`src/rtl/punc_arb_pkg.sv`:
```
// Shared definitions for the PUnC data-memory arbiter.
//   Requester identifiers (REQ_CPU, REQ_EXT) used by the round-robin pointer,
//   arbiter state codes (ST_IDLE, ST_LOCK_EXT) and the round-robin tie-break
//   helper.
package punc_arb_pkg;

    localparam logic REQ_CPU = 1'b0;
    localparam logic REQ_EXT = 1'b1;

    localparam logic [0:0] ST_IDLE     = 1'b0;
    localparam logic [0:0] ST_LOCK_EXT = 1'b1;

    // On a tie the requester that was not granted last wins.
    function automatic logic rr_pick(input logic last_gnt);
        return ~last_gnt;
    endfunction

endpackage

```
`src/rtl/punc_arb_sat_cnt.sv`:
```
// Saturating event counter used for the arbiter statistics.
//   i_clk  clock
//   i_rst  asynchronous active-high reset (clears count)
//   i_inc  count one event this cycle
//   i_clr  synchronous clear; takes priority over i_inc
//   o_cnt  current count, sticks at all-ones
module punc_arb_sat_cnt #(
    parameter int W = 16
) (
    input  logic         i_clk,
    input  logic         i_rst,
    input  logic         i_inc,
    input  logic         i_clr,
    output logic [W-1:0] o_cnt
);

    logic [W-1:0] r_cnt;

    always_ff @(posedge i_clk or posedge i_rst) begin
        if (i_rst) begin
            r_cnt <= '0;
        end else if (i_clr) begin
            r_cnt <= '0;
        end else if (i_inc && (r_cnt != '1)) begin
            r_cnt <= r_cnt + 1'b1;
        end
    end

    assign o_cnt = r_cnt;

endmodule

```
`src/rtl/punc_mem_arbiter.sv`:
```
// Arbiter sharing PUnC's single-port data memory between the CPU and an
// external requester (program loader / debug DMA). One access per cycle.
//   clk, rst                     clock, asynchronous active-high reset
//   cpu_req/we/addr/wdata        CPU request, held stable until cpu_gnt
//   cpu_gnt, cpu_rvalid          CPU grant (combinational), read data valid
//   ext_req/we/lock/addr/wdata   external request; ext_lock keeps the port
//   ext_gnt, ext_rvalid          external grant (combinational), read valid
//   rdata                        mem_rdata passthrough, qualify with *_rvalid
//   mem_en/we/addr/wdata         memory access strobe and fields
//   mem_rdata                    memory read data, 1-cycle latency
// Optional build macro PUNC_ARB_STATS_EN adds stat_clr input and saturating
// counters stat_cpu_gnt, stat_ext_gnt, stat_conflict.
module punc_mem_arbiter
    import punc_arb_pkg::*;
#(
    parameter int AW       = 16,
    parameter int DW       = 16,
    parameter int MAX_WAIT = 8,
    parameter int CNT_W    = 16
) (
    input  logic          clk,
    input  logic          rst,
    input  logic          cpu_req,
    input  logic          cpu_we,
    input  logic [AW-1:0] cpu_addr,
    input  logic [DW-1:0] cpu_wdata,
    output logic          cpu_gnt,
    output logic          cpu_rvalid,
    input  logic          ext_req,
    input  logic          ext_we,
    input  logic          ext_lock,
    input  logic [AW-1:0] ext_addr,
    input  logic [DW-1:0] ext_wdata,
    output logic          ext_gnt,
    output logic          ext_rvalid,
    output logic [DW-1:0] rdata,
    output logic          mem_en,
    output logic          mem_we,
    output logic [AW-1:0] mem_addr,
    output logic [DW-1:0] mem_wdata,
    input  logic [DW-1:0] mem_rdata
`ifdef PUNC_ARB_STATS_EN
    ,
    input  logic             stat_clr,
    output logic [CNT_W-1:0] stat_cpu_gnt,
    output logic [CNT_W-1:0] stat_ext_gnt,
    output logic [CNT_W-1:0] stat_conflict
`endif
);

    localparam int WCW = $clog2(MAX_WAIT + 1);

    logic           r_last_gnt;
    logic [0:0]     r_state;
    logic [WCW-1:0] r_wait_cnt;
    logic           r_cpu_rvalid;
    logic           r_ext_rvalid;

    logic w_override;
    logic w_cpu_gnt;
    logic w_ext_gnt;

    // Grants are masked during reset so nothing reaches memory while rst is high.
    always_comb begin
        w_cpu_gnt  = 1'b0;
        w_ext_gnt  = 1'b0;
        w_override = cpu_req && (r_wait_cnt == WCW'(MAX_WAIT));
        if (!rst) begin
            if (w_override) begin
                w_cpu_gnt = 1'b1;
            end else if (cpu_req && ext_req) begin
                if ((r_state == ST_LOCK_EXT) || (rr_pick(r_last_gnt) == REQ_EXT))
                    w_ext_gnt = 1'b1;
                else
                    w_cpu_gnt = 1'b1;
            end else begin
                w_cpu_gnt = cpu_req;
                w_ext_gnt = ext_req;
            end
        end
    end

    always_ff @(posedge clk or posedge rst) begin
        if (rst) begin
            r_last_gnt   <= REQ_EXT;
            r_state      <= ST_IDLE;
            r_wait_cnt   <= '0;
            r_cpu_rvalid <= 1'b0;
            r_ext_rvalid <= 1'b0;
        end else begin
            r_cpu_rvalid <= w_cpu_gnt && !cpu_we;
            r_ext_rvalid <= w_ext_gnt && !ext_we;

            if (w_cpu_gnt)
                r_last_gnt <= REQ_CPU;
            else if (w_ext_gnt)
                r_last_gnt <= REQ_EXT;

            // An ext grant decides the lock on its own; otherwise the lock
            // is dropped by an override or by ext going idle.
            if (w_override)
                r_state <= ST_IDLE;
            else if (w_ext_gnt)
                r_state <= ext_lock ? ST_LOCK_EXT : ST_IDLE;
            else if (!ext_req)
                r_state <= ST_IDLE;

            if (!cpu_req || w_cpu_gnt)
                r_wait_cnt <= '0;
            else if (r_wait_cnt != WCW'(MAX_WAIT))
                r_wait_cnt <= r_wait_cnt + 1'b1;
        end
    end

    assign cpu_gnt    = w_cpu_gnt;
    assign ext_gnt    = w_ext_gnt;
    assign cpu_rvalid = r_cpu_rvalid;
    assign ext_rvalid = r_ext_rvalid;
    assign rdata      = mem_rdata;

    assign mem_en    = w_cpu_gnt || w_ext_gnt;
    assign mem_we    = (w_cpu_gnt && cpu_we) || (w_ext_gnt && ext_we);
    assign mem_addr  = w_ext_gnt ? ext_addr  : (w_cpu_gnt ? cpu_addr  : '0);
    assign mem_wdata = w_ext_gnt ? ext_wdata : (w_cpu_gnt ? cpu_wdata : '0);

`ifdef PUNC_ARB_STATS_EN
    punc_arb_sat_cnt #(.W(CNT_W)) u_cnt_cpu (
        .i_clk (clk),
        .i_rst (rst),
        .i_inc (w_cpu_gnt),
        .i_clr (stat_clr),
        .o_cnt (stat_cpu_gnt)
    );

    punc_arb_sat_cnt #(.W(CNT_W)) u_cnt_ext (
        .i_clk (clk),
        .i_rst (rst),
        .i_inc (w_ext_gnt),
        .i_clr (stat_clr),
        .o_cnt (stat_ext_gnt)
    );

    punc_arb_sat_cnt #(.W(CNT_W)) u_cnt_conflict (
        .i_clk (clk),
        .i_rst (rst),
        .i_inc (cpu_req && ext_req),
        .i_clr (stat_clr),
        .o_cnt (stat_conflict)
    );
`endif

endmodule

```
`config.mk`:
```
export PLATFORM = sky130hd
export DESIGN_NAME = punc_mem_arbiter
export DESIGN_NICKNAME = d
export VERILOG_FILES = /design/src/rtl/punc_arb_pkg.sv /design/src/rtl/punc_arb_sat_cnt.sv /design/src/rtl/punc_mem_arbiter.sv
export SDC_FILE = /design/constraint.sdc
export NUM_CORES = 1
export LEC_CHECK = 0
export BUFFER_PORTS_ARGS = -buffer_cell sky130_fd_sc_hd__buf_4
export CORE_MARGIN = 2
export CORE_UTILIZATION = 40
export DETAILED_ROUTE_END_ITERATION = 12
export HOLD_SLACK_MARGIN = 0.02
export PLACE_DENSITY = 0.95
export SYNTH_ARGS = -nofsm -noshare
export SYNTH_HDL_FRONTEND = slang
export SYNTH_SLANG_ARGS = --single-unit
```
`constraint.sdc`:
```
create_clock -name clk -period 3 [get_ports clk]
set_input_delay 0.3 -clock clk [delete_from_list [all_inputs] [get_ports clk]]
set_output_delay 0.3 -clock clk [all_outputs]
set_load 0.1 [all_outputs]
```
Yosys cells after proc, flatten, opt, wreduce, memory -nomap -nowiden

Index checks and enable logic that the tools add are counted.
Widths: inputs -> output; s select.

Output and inout bits: 54
Logic and storage cells: 45
Register bits: 8
Input bits: 87

Eq/ne operators: 3
Bitwise gates (word level): 1
Reduce and logical (&&, ||, !) cells: 15
$add $sub $neg: 1
Mux-type cells: 20

Operators by type and width:

| cell                | number |
|---|---|
| $mux 16             | 4 |
| $mux 1              | 14 |
| $mux 4              | 2 |
| $logic_and 1x1->1   | 6 |
| $add 4x1->4 const B | 1 |
| $eq 4x4->1 const B  | 1 |
| $logic_or 1x1->1    | 4 |
| $ne 4x4->1 const B  | 1 |
| $reduce_bool 2->1   | 2 |
| $logic_not 1->1     | 3 |
| $ne 3x1->1 const B  | 1 |
| $not 1->1           | 1 |

Longest topological paths before layout

Word-level depth: 8
Gate-level depth with buffers: 7
Depth with buffers taken out: 5

Least setup slack after synthesis

OpenSTA, ideal clock, no wires.

Path kind: reg2out
Start: register r_wait_cnt[0]
End: output mem_addr[15]
Arrival: 3.422 ns
Stages on the path, launching flop included: 7
Path buffers: 1
Data required time: 2.700 ns
Setup slack: -0.722 ns
Path through: dfrtp_1 inv_1 ha_1 nand3b_4 a31o_1 buf_6 o32ai_1

Longest elaborated chain between the ends: 6
Elaborated cells between the ends (all ways): 8
Classes of those cells: eq/ne (1); mux (6); reduce/logical (1)

Ends and longest elaborated chain:

| what                   | RTL line                | text |
|---|---|---|
| from (decl)            | punc_mem_arbiter.sv:55  | `logic [WCW-1:0] r_wait_cnt;` |
| from (signal assigned) | punc_mem_arbiter.sv:111 | `r_wait_cnt <= r_wait_cnt + 1'b1;` |
| $eq 4x4->1 *           | punc_mem_arbiter.sv:67  | `w_override = cpu_req && (r_wait_cnt == WCW'(MAX_WAIT));` |
| $logic_and 1x1->1 *    | punc_mem_arbiter.sv:67  |  |
| $mux 1                 | punc_mem_arbiter.sv:69  | `if (w_override) begin` |
| $mux 1                 | punc_mem_arbiter.sv:68  | `if (!rst) begin` |
| $mux 16                | punc_mem_arbiter.sv:123 | `assign mem_addr = w_ext_gnt ? ext_addr : (w_cpu_gnt ? cpu_addr : '0);` |
| $mux 16 *              | punc_mem_arbiter.sv:123 |  |
| to (decl)              | punc_mem_arbiter.sv:39  | `output logic [AW-1:0] mem_addr,` |

Mark *: on every way between the ends. The rest lies on a longest branch, timed or not.

Worst setup path in the final report

Start: register r_wait_cnt[0]
End: output mem_wdata[11]

Longest elaborated chain between the ends: 6
Elaborated cells between the ends (all ways): 8
Classes of those cells: eq/ne (1); mux (6); reduce/logical (1)

Ends and longest elaborated chain:

| what                | RTL line                | text |
|---|---|---|
| $eq 4x4->1 *        | punc_mem_arbiter.sv:67  |  |
| $logic_and 1x1->1 * | punc_mem_arbiter.sv:67  |  |
| $mux 1              | punc_mem_arbiter.sv:69  |  |
| $mux 1              | punc_mem_arbiter.sv:68  |  |
| $mux 16             | punc_mem_arbiter.sv:124 | `assign mem_wdata = w_ext_gnt ? ext_wdata : (w_cpu_gnt ? cpu_wdata : '0);` |
| $mux 16 *           | punc_mem_arbiter.sv:124 |  |
| to (decl)           | punc_mem_arbiter.sv:40  | `output logic [DW-1:0] mem_wdata,` |

Marked as above.

==> impl_metrics.tcl <==
set metrics [dict create \
    run_status "completed" \
    worstMarginPinSlew_ns 0.5668 \
    grt_pass1_wl_um 6679 \
    cts_tree "done" \
    min-delay-path-class "primary input to flop" \
    sw_frac_of_total 0.5835 \
    ys_top_cells_by_area "o32ai_2 (31%), dfrtp_1 (12%), inv_1 (9.7%)" \
    antenna_found_initial 0 \
    overflow 0 \
    r2r_cells 5 \
    end_kind "primary output" \
    routed_wl_um 4211 \
    synth_ff_type "dfrtp_1" \
    yosysMostFrequentCell "inv_1" \
    power_per_cell_area_nw_per_um2 393.7 \
    holdPathEnd "cpu_rvalid" \
    critical_path.reg2reg.endpoint "r_last_gnt" \
    p_clk_frac 0.102 \
    grt_max_degree 42 \
    period_minus_slack_ns 2.592 \
    fin_crit_sh 0.8639 \
    coreArea_sq_um 3390 \
    p_leak_nw 1.126 \
    drive_gt1_frac 0.5753 \
    clk-insertion-delay-late_ns 0.26 \
    ys_seq_area_frac 0.1401 \
    hold_buffers 0 \
    wl_met3_um 365 \
    dp.cells 301 \
    path_clk_slew_ns 0.05 \
    nets 349 \
    drc 0 \
    fin_skew_ns 0.004734 \
    final-max-slew-violation-count 0 \
    async_reset_ff_frac 1.000 \
    start_util 0.4241 \
    cp.arrival_ns 2.29 \
    postSynthAreaPerCell_sq_um 8.262 \
    post_synth_instance_area_sq_um 1438 \
    cts_max_path_buffers 2 \
    max_slew_margin 0.6222 \
    dp_hpwl_um 3268 \
    area_growth_pct 49.87 \
    cellInternalPower_mw 0.3533 \
    synth_top_area_share 0.3055 \
    syn_nets 263 \
    synth_top_cell_by_area "o32ai_2" \
    cp.required_ns 2.70 \
    setup_viol 0 \
    wl_met2_um 2282 \
    cts_root_buffer "clkbuf_4" \
    hold_violations 0 \
    ir_worst_vdd_uv 214.0 \
    fill_cells 290 \
    grt_pass1_vias 1529 \
    crit_type "flop to primary output" \
    die_h_um 63.95 \
    post-cts-setup-buffers 0 \
    synthCells 174 \
    instances_no_fill 305 \
    synth_warnings 0 \
    start_kind "flop" \
    dieWidth_um 63.95 \
    synth-edff-count 0 \
    worstHoldStart "cpu_we" \
    port_buffers 108 \
    maxCapViolCount 0 \
    h-tree-depth 1 \
    wl_met1_um 1524 \
    cts_buffers 3 \
    rsz0062_at_grt "false" \
    cts.sinks 8 \
    cp_max_fo 23 \
    r2r-start "r_wait_cnt[0]" \
    viasPerCell 5.125 \
    ff2ff_setup_slack_ns 1.47 \
    p_total_mw 0.8482 \
    ios 141 \
    diodes 0 \
    post_cts_resized 0 \
    seqPwrFrac 0.145 \
    drt-initial-drc-count 118 \
    ys_top_cells_by_count "inv_1 (37), nand2_1 (35), o32ai_2 (27)" \
    first_pass_iters 4 \
    maxClockFrequency_mhz 385.8 \
    grtUsageTotal 0.1994 \
    gp_congestion 0.7542 \
    pwr-share-comb 0.753 \
    hold_path_depth 2 \
    vias 1563 \
    yosysUniqueCellTypes 34 \
    total_switching_power_mw 0.4949 \
    drtAntennaViolNets 0 \
    synth-seq-cells 8 \
    highest_layer "met4" \
    avgRoutedWirePerCell_um 13.81 \
    die_area_sq_um 4090 \
    row_count 21 \
]
## worst max path at each step
stage	from	slack, ns	to
3_3_place_gp	r_wait_cnt[0]	0.75	mem_wdata[11]
3_5_place_dp	r_wait_cnt[0]	0.66	mem_wdata[11]
4_1_cts	r_wait_cnt[0]	0.38	mem_wdata[11]
5_1_grt	r_wait_cnt[0]	0.26	mem_wdata[10]
2_1_floorplan	r_wait_cnt[0]	-0.72	mem_addr[15]
6_report	r_wait_cnt[0]	0.41	mem_wdata[11]
## routing by layer
metal,track usage,vias to the layer above
met1,0.2082,723
met2,0.3815,82
met5,0,-
li1,-,750
met4,0.05163,0
met3,0.05986,8
## area by class of cell
type	count	area, sq um	share of cell area
Sequential cell	8	201.4	0.09350
Clock buffer	4	26.28	0.01220
Tap cell	46	57.56	0.02671
Timing Repair Buffer	112	865.8	0.4019
Multi-Input combinational cell	97	860.8	0.3995
Inverter	38	142.6	0.06620
## stage by stage
step	area [sq um]	worst slack (ns)	util	hold WS, ns	setup TNS (ns)
4_1_cts	2155	0.3830	0.6357	0.1997	0
3_5_place_dp	2128	0.6647	0.6279	0.4674	0
2_1_floorplan	1438	-0.7215	-	0.3643	-4.329
5_1_grt	2155	0.2602	0.6357	0.1979	0
6_report	2155	0.4082	0.6357	0.2059	0
3_3_place_gp	2128	0.7480	0.6279	0.4672	0
## power groups by stage
stage | Clock [mW] | Combinational (mW) | Sequential (mW)
6_report | 0.0865 | 0.639 | 0.123
3_5_place_dp | 0 | 0.641 | 0.124
3_3_place_gp | 0 | 0.634 | 0.124
2_1_floorplan | 0 | 0.585 | 0.131
4_1_cts | 0.0905 | 0.642 | 0.123
5_1_grt | 0.0975 | 0.666 | 0.123
## sequential cells by signal, summed over array words and instances, names as in the netlist
register and count:
ext_rvalid 1, r_state 1, r_last_gnt 1, cpu_rvalid 1
r_wait_cnt 4
## cells by family (layout without fill, tap and decap cells)
logic type / after synthesis / in the layout / share of synthesized area
buffers and inverters: 69 / 154 / 0.2611
AND/OR/NAND/NOR: 50 / 50 / 0.1645
AO/OA/AOI/OAI: 41 / 41 / 0.3917
flip-flops: 8 / 8 / 0.1401
XOR/XNOR: 3 / 3 / 0.01828
adder cells (fa/ha/maj): 2 / 2 / 0.01740
multiplexers: 1 / 1 / 0.006963
## cell usage in the layout (no fill, tap or decap), types with 2 or more instances in the layout
cell and n:
o32ai_2 27, inv_1 37, o32ai_1 6, xnor2_1 2, nor2_1 5, a21oi_1 2
clkbuf_4 3, nor3_1 3, dfrtp_1 7, ha_1 2, nand2_1 35, buf_4 110
buf_12 2
## worst max-delay path: stages (launching register included)
cell and delay, ns:
dfrtp_1 0.40, inv_1 0.09, ha_1 0.21, nand3b_4 0.12
a31o_2 0.40, buf_12 0.23, o32ai_1 0.24, buf_4 0.34
No activity file was read; power rests on OpenSTA's default activity.
